$ cat src/rtl/tx_rx_sequencer_if.sv
// Switch input and status outputs of the TX/RX sequencer, bundled for port connection.
// slave is the sequencer side, master is the board/bench side.
interface tx_rx_sequencer_if #(
   parameter int unsigned PW = 2
);
   logic [3:0]    i_sw;
   logic          o_tx_en;
   logic          o_tx_zero;
   logic          o_baud_tick;
   logic          o_rx_en;
   logic [PW-1:0] o_phase;
   logic [1:0]    o_state;
   logic [3:0]    o_led;

   modport slave (
      input  i_sw,
      output o_tx_en, o_tx_zero, o_baud_tick, o_rx_en, o_phase, o_state, o_led
   );

   modport master (
      output i_sw,
      input  o_tx_en, o_tx_zero, o_baud_tick, o_rx_en, o_phase, o_state, o_led
   );
endinterface

$ cat src/rtl/tx_rx_sequencer.sv
// Baud-aligned TX/RX sequencer: IDLE -> WARMUP -> RUN -> FLUSH -> IDLE, with
// synchronized switch inputs, baud strobe and downsampling phase select.
module tx_rx_sequencer #(
   parameter int unsigned NBAUDS = 6,
   parameter int unsigned OS     = 4,
   parameter int unsigned PW     = 2
) (
   input  logic              clock,
   input  logic              i_reset,
   tx_rx_sequencer_if.slave  io_seq
);

   localparam logic [1:0] ST_IDLE   = 2'b00;
   localparam logic [1:0] ST_WARMUP = 2'b01;
   localparam logic [1:0] ST_RUN    = 2'b10;
   localparam logic [1:0] ST_FLUSH  = 2'b11;

   localparam int unsigned    BW        = (NBAUDS > 1) ? $clog2(NBAUDS) : 1;
   localparam logic [PW-1:0]  OS_LAST   = PW'(OS - 1);
   localparam logic [BW-1:0]  BAUD_LAST = BW'(NBAUDS - 1);

   logic [3:0]    r_sw_meta;
   logic [3:0]    r_sw_s;
   logic [1:0]    r_state;
   logic [1:0]    w_state_nxt;
   logic [PW-1:0] r_os_cnt;
   logic [PW-1:0] w_os_nxt;
   logic [BW-1:0] r_baud_cnt;
   logic [BW-1:0] w_baud_nxt;
   logic [PW-1:0] r_phase;
   logic [PW-1:0] w_phase_nxt;
   logic [PW-1:0] w_phase_sel;
   logic [31:0]   w_sel;
   logic          w_bnd;

   assign w_bnd = (r_state != ST_IDLE) && (r_os_cnt == OS_LAST);

   // Requested phase is clamped so it never names a sample outside the baud.
   assign w_sel       = {30'd0, r_sw_s[3:2]};
   assign w_phase_sel = (w_sel > (OS - 1)) ? OS_LAST : PW'(w_sel);

   always_comb begin
      w_state_nxt = r_state;
      w_baud_nxt  = r_baud_cnt;
      case (r_state)
         ST_IDLE: begin
            if (r_sw_s[0]) w_state_nxt = ST_WARMUP;
         end
         ST_WARMUP: begin
            // Shutdown request wins over warm-up completion at the same boundary.
            if (w_bnd) begin
               if (!r_sw_s[0])                    w_state_nxt = ST_FLUSH;
               else if (r_baud_cnt == BAUD_LAST)  w_state_nxt = ST_RUN;
               else                               w_baud_nxt  = r_baud_cnt + 1'b1;
            end
         end
         ST_RUN: begin
            if (w_bnd && !r_sw_s[0]) w_state_nxt = ST_FLUSH;
         end
         default: begin
            if (w_bnd) begin
               if (r_baud_cnt == BAUD_LAST) w_state_nxt = ST_IDLE;
               else                         w_baud_nxt  = r_baud_cnt + 1'b1;
            end
         end
      endcase
      if (w_state_nxt != r_state) w_baud_nxt = '0;
   end

   always_comb begin
      w_os_nxt = '0;
      if (r_state != ST_IDLE && r_os_cnt != OS_LAST) w_os_nxt = r_os_cnt + 1'b1;
   end

   assign w_phase_nxt = w_bnd ? w_phase_sel : r_phase;

   always_ff @(posedge clock or negedge i_reset) begin
      if (!i_reset) begin
         r_sw_meta  <= '0;
         r_sw_s     <= '0;
         r_state    <= ST_IDLE;
         r_os_cnt   <= '0;
         r_baud_cnt <= '0;
         r_phase    <= '0;
      end else begin
         r_sw_meta  <= io_seq.i_sw;
         r_sw_s     <= r_sw_meta;
         r_state    <= w_state_nxt;
         r_os_cnt   <= w_os_nxt;
         r_baud_cnt <= w_baud_nxt;
         r_phase    <= w_phase_nxt;
      end
   end

   assign io_seq.o_tx_en     = (r_state != ST_IDLE);
   assign io_seq.o_tx_zero   = (r_state == ST_FLUSH);
   assign io_seq.o_baud_tick = (r_state != ST_IDLE) && (r_os_cnt == '0);
   assign io_seq.o_rx_en     = (r_state == ST_RUN) && r_sw_s[1];
   assign io_seq.o_phase     = r_phase;
   assign io_seq.o_state     = r_state;
   assign io_seq.o_led       = {(r_state == ST_FLUSH), (r_state == ST_RUN),
                                io_seq.o_rx_en, io_seq.o_tx_en};

endmodule

$ cat src/flat_wrapper.sv
// flat-port wrapper written by rule: the top's interface ports become plain ports
module tx_rx_sequencer_flat 
#(
   parameter int unsigned NBAUDS = 6,
   parameter int unsigned OS     = 4,
   parameter int unsigned PW     = 2
)
  (clock, i_reset, io_seq_i_sw, io_seq_o_tx_en, io_seq_o_tx_zero, io_seq_o_baud_tick, io_seq_o_rx_en, io_seq_o_phase, io_seq_o_state, io_seq_o_led);
  tx_rx_sequencer_if #(.PW(PW)) io_seq_i ();
  input  logic clock;
  input  logic i_reset;
  input wire logic [$bits(io_seq_i.i_sw)-1:0] io_seq_i_sw;
  output wire logic [$bits(io_seq_i.o_tx_en)-1:0] io_seq_o_tx_en;
  output wire logic [$bits(io_seq_i.o_tx_zero)-1:0] io_seq_o_tx_zero;
  output wire logic [$bits(io_seq_i.o_baud_tick)-1:0] io_seq_o_baud_tick;
  output wire logic [$bits(io_seq_i.o_rx_en)-1:0] io_seq_o_rx_en;
  output wire logic [$bits(io_seq_i.o_phase)-1:0] io_seq_o_phase;
  output wire logic [$bits(io_seq_i.o_state)-1:0] io_seq_o_state;
  output wire logic [$bits(io_seq_i.o_led)-1:0] io_seq_o_led;
  assign io_seq_i.i_sw = io_seq_i_sw;
  assign io_seq_o_tx_en = io_seq_i.o_tx_en;
  assign io_seq_o_tx_zero = io_seq_i.o_tx_zero;
  assign io_seq_o_baud_tick = io_seq_i.o_baud_tick;
  assign io_seq_o_rx_en = io_seq_i.o_rx_en;
  assign io_seq_o_phase = io_seq_i.o_phase;
  assign io_seq_o_state = io_seq_i.o_state;
  assign io_seq_o_led = io_seq_i.o_led;
  tx_rx_sequencer #(.NBAUDS(NBAUDS), .OS(OS), .PW(PW)) u_core (.clock(clock), .i_reset(i_reset), .io_seq(io_seq_i));
endmodule
$ cat config.mk
export PLATFORM = sky130hd
export DESIGN_NAME = tx_rx_sequencer_flat
export DESIGN_NICKNAME = d
export VERILOG_FILES = /design/src/rtl/tx_rx_sequencer_if.sv /design/src/rtl/tx_rx_sequencer.sv /design/src/flat_wrapper.sv
export SDC_FILE = /design/constraint.sdc
export NUM_CORES = 1
export LEC_CHECK = 0
export ABC_AREA = 1
export CAP_MARGIN = 10
export CORE_UTILIZATION = 38
export DETAILED_ROUTE_END_ITERATION = 12
export GPL_TIMING_DRIVEN = 0
export PLACE_DENSITY = 0.7
export SLEW_MARGIN = 20
export SYNTH_ARGS = -nofsm -noshare
export SYNTH_HDL_FRONTEND = slang
export SYNTH_SLANG_ARGS = --single-unit
$ cat constraint.sdc
create_clock -name clock -period 1.24 [get_ports clock]
set_input_delay 0.124 -clock clock [delete_from_list [all_inputs] [get_ports clock]]
set_output_delay 0.124 -clock clock [all_outputs]
set_load 0.02 [all_outputs]
# Yosys cells after proc, flatten, opt, wreduce, memory -nomap -nowiden
# Index checks and enable logic that the tools add are counted.
# totals
ff_bits,17
in_bits,6
# classes
add_sub_neg,2
n_lt_le_gt_ge,1
n_eq_ne,9
mux,16
reduce_logical,12
# ops
operator,n
two-way mux 2 bit,9
two-way mux 3 bit,5
== test 2 bit (second input constant),3
one-hot mux 2 bit (3 select lines),1
one-hot mux 3 bit (2 select lines),1
logical AND 1 bit,5
logical NOT 2 bit,2
nonzero test 2 bit,2
adder 3 x 1 -> 3 bit (second input constant),1
== test 3 bit (second input constant),1
!= test 3 x 1 -> 1 bit (second input constant),1
AND reduction 3 bit,1
adder 2 x 1 -> 2 bit (second input constant),1
== test 2 x 1 -> 1 bit (second input constant),1
greater-than comparator 2 bit (second input constant),1
!= test 2 x 1 -> 1 bit (second input constant),1
!= test 2 bit,1
!= test 2 bit (second input constant),1
OR reduction 2 bit,1
logical NOT 1 bit,1

# Depth between registers and ports, before layout
# depth
word_depth,8
depth_mapped,10

# Least setup slack after synthesis
# Ideal clock, no wire load.
# synth_path
path_kind,flip-flop to flip-flop
start,reg u_core.r_state[1] (netlist: u_core.io_seq.o_state[1])
end,reg u_core.r_phase[0] (netlist: u_core.io_seq.o_phase[0])
setup_time_ns,0.128
t_arrival_ns,1.265
required_time_ns,1.112
setup_slack_ns,-0.153
stages_incl_launch_ff,5
n_path_buf,0
synth_period_minus_slack_ns,1.393
path_cell_list,dfrtp_1 nor2_1 inv_2 nand2_1 mux2_1
# synth_via
elab_chain_cells,2
# synth_rtl
item,line_no,source
start: declaration,tx_rx_sequencer.sv:24,logic [1:0] r_state;
start signal: assignment,tx_rx_sequencer.sv:88,r_state <= w_state_nxt;
nonzero test 2 bit,--,
net io_seq_o_tx_en,flat_wrapper.sv:13,output wire logic [$bits(io_seq_i.o_tx_en)-1:0] io_seq_o_tx_en;
logical AND 1 bit,tx_rx_sequencer.sv:36,assign w_bnd = (r_state != ST_IDLE) && (r_os_cnt == OS_LAST);
end signal: assignment,tx_rx_sequencer.sv:91,r_phase <= w_phase_nxt;
end: declaration,tx_rx_sequencer.sv:30,logic [PW-1:0] r_phase;
# The timed path passes the listed nets, and every way through them passes these cells.
# A chain may end at the register's enable or synchronous reset.

# Worst setup path after layout
# layout_path
start,reg u_core.r_state[1] (netlist: u_core.io_seq.o_state[1])
end,out io_seq_o_baud_tick
# layout_via
elab_chain_cells,2
# layout_rtl
item,line_no,source
nonzero test 2 bit,tx_rx_sequencer.sv:97,assign io_seq.o_baud_tick = (r_state != ST_IDLE) && (r_os_cnt == '0);
logical AND 1 bit,tx_rx_sequencer.sv:97,
end: declaration,flat_wrapper.sv:15,output wire logic [$bits(io_seq_i.o_baud_tick)-1:0] io_seq_o_baud_tick;
# Every way passes these cells.

==> flow_metrics.py <==
metrics = {
    "outcome": {
        "outcome": "finished, violations left",
        "violations": "negative setup slack",
    },
    "finish": {
        "antenna_cells": 0,
        "finalNonFillerCells": 145,
        "final_cell_mix": "20 x buf_6, 15 x dfrtp_1, 9 x nand2_4, 9 x buf_4",
        "fill_cells": 125,
        "nNetsFinal": 131,
        "drive_above_1_share_pct": 64.2,
        "final_core_util_pct": 75.2,
        "syn2layout_area_growth_pct": 76.7,
        "final_common_cell": "buf_6",
        "final_cell_area_sq_um": 1360,
    },
    "worst_setup_path": {
        "cp_max_fo": 5,
        "timing.rr.end": "u_core.r_baud_cnt[2]",
        "cp-start-kind": "register",
        "worst-r2r-setup-slack_ps": -110,
        "required_ps": 1120,
        "critPathKind": "reg2out",
        "rr_worst_depth": 8,
        "reg2reg_from": "u_core.r_baud_cnt[0]",
        "cp.arrival_ps": 1240,
        "endpoint_kind": "output pin",
        "startpoint": "u_core.io_seq.o_state[1]",
    },
    "timing": {
        "timing.setup.tns_ps": -888,
        "hold_slack_ps": 267,
        "timing.final.crit_share_pct": 110,
        "worstMarginPinSlew_ps": 732,
        "finalMaxSlewViolations": 0,
        "fin_crit_ps": 1370,
        "setup_viol": 13,
        "layout_setup_ws_ps": -129,
        "maxSlewHeadroom_pct": 51.0,
        "max_freq_ghz": 0.731,
        "rsz0062_at_grt": "yes",
        "fin_skew_ps": 5.52,
        "hold_viol_final": 0,
    },
    "logic_synthesis": {
        "postSynthNetCount": 91,
        "synth_warnings": 0,
        "synth_area_leaders": "dfrtp_1 55%, nand2_1 8.8%, ha_1 6.5%",
        "yosysTopAreaCell": "dfrtp_1",
        "synthCells": 81,
        "ys_ff_latch": 17,
        "synth_cell_types": 19,
        "synth_top_area_share_pct": 55.5,
        "syn-mean-instance-area_sq_um": 9.47,
        "ys_seq_area_share_pct": 55.5,
        "syn-cell-area_sq_um": 767,
    },
    "placed_design": {
        "post-place-ws_ps": -343,
        "dp_cells": 123,
        "portBuffers": 17,
        "place_area_sq_um": 986,
        "post-dp-hpwl_microns": 1070,
        "place.gp.congestion": 0.757,
    },
    "cts": {
        "path_clk_slew_ps": 100,
        "cts_tree": "yes",
        "cts-root-buf": "clkbuf_4",
        "cts-buffers-inserted": 3,
        "holdBufCountCts": 0,
        "clock_latency_ps": 280,
        "htree_levels": 1,
        "cts_buffer_depth": 2,
        "cts_sinks": 17,
    },
    "grt": {
        "antenna_found_initial": 0,
        "gr-total-overflow": 0,
        "grt_max_degree": 18,
        "grt_pass1_vias": 655,
        "grt_util_all_layers_pct": 17.8,
        "grt_pass1_wl_microns": 2580,
    },
    "detailed_routing": {
        "vias_per_cell": 4.57,
        "drc": 0,
        "dr.pass1.iters": 4,
        "totalWireLength_microns": 1930,
        "first_iter_violations": 6,
        "drt-wirelength-per-cell_microns": 13.3,
        "vias": 663,
        "final_antenna_net_count": 0,
    },
    "pwr": {
        "p_int_mw": 1.74,
        "p_total_mw": 2.94,
        "ir_drop_uv": 1380,
        "power.density_nw_per_um2": 2170,
        "p_sw_share_pct": 40.6,
        "pwr-share-comb_pct": 62.0,
        "p_leak_nw": 0.663,
        "clockPowerShare_pct": 9.6,
        "switchingPower_mw": 1.19,
        "p_seq_share_pct": 28.4,
    },
    "die": {
        "die_h_microns": 46.9,
        "dieArea_sq_um": 2200,
        "initial_utilization_pct": 42.6,
        "die_x_microns": 46.9,
        "coreArea_sq_um": 1800,
        "rows": 15,
        "io_pins": 18,
    },
    "flow_run": {
        "drv_cap": 0,
    },
    "min_path": {
        "holdCritPathClass": "in2async",
    },
}
## cell usage after synthesis (all sizes together)
cell type	instances
o21bai	1
nand4	1
nand2	20
xor2	1
nor3	1
mux2	2
nor2	12
inv	14
nand3	1
nor3b	1
buf	3
dfrtp	17
ha	4
a21oi	2
o21ai	1
## cell families after synthesis
family,count (synthesis),synth area share (%)
simple gates,36,20.7
buf+inv,17,9.79
mux,2,2.94
flops,17,55.5
compound gates,4,3.43
fa+ha+maj,4,6.53
xor+xnor,1,1.14
## worst max-delay path: stages (launching register included)
cell     delay [ps]
dfrtp_2         490
nor2_4          140
buf_4           140
nor2_1           40
buf_4           140
## worst max path at each step
stage                                       to  depth (start not counted)
after floorplan           u_core.r_baud_cnt[1]                          7
after global placement         io_seq_o_led[1]                          5
after detailed placement       io_seq_o_led[1]                          5
after CTS                   io_seq_o_baud_tick                          6
after global routing        io_seq_o_baud_tick                          4
final                       io_seq_o_baud_tick                          4
## final cells by class
cell class,count,area (sq um),share of cell area [%]
Sequential cell,17,428,31.6
Multi-Input combinational cell,47,435,32.1
Clock buffer,3,22.5,1.66
Inverter,14,62.6,4.62
Clock inverter,1,5.00,0.369
Timing Repair Buffer,35,337,24.8
Buffer,3,33.8,2.49
Tap cell,25,31.3,2.31
## power groups by stage
stage          sequential [mW]  clock [mW]  combinational [mW]
6_report                 0.832       0.283                1.82
5_1_grt                  0.847       0.323                1.95
4_1_cts                  0.790       0.291                1.34
3_5_place_dp             0.825           0                1.05
3_3_place_gp             0.813           0                1.01
2_1_floorplan            0.872           0               0.593
## flip-flops by register name (all words and copies together) (netlist names)
name                   flops
u_core.r_sw_meta           4
u_core.r_sw_s              4
u_core.r_baud_cnt          3
u_core.io_seq.o_phase      2
u_core.io_seq.o_state      2
u_core.r_os_cnt            2
## metal layers
layer	up-vias	global-route usage, %	part of all wire, %
met5	-	0	0
met1	317	17.7	36
met4	0	11.4	4.3
li1	318	-	-
met2	20	33.3	56
met3	8	3.46	3.7
## what timing repair did
| action | in CTS | in global routing |
|---|---|---|
| pin swaps | 6 | 17 |
| setup endpoints to repair | 17 | 16 |
| hold endpoints to repair | 0 | 0 |
| resized for setup | 67 | 50 |
| buffers inserted | 13 | 5 |
Note: power is estimated with default switching activity, not from simulation.
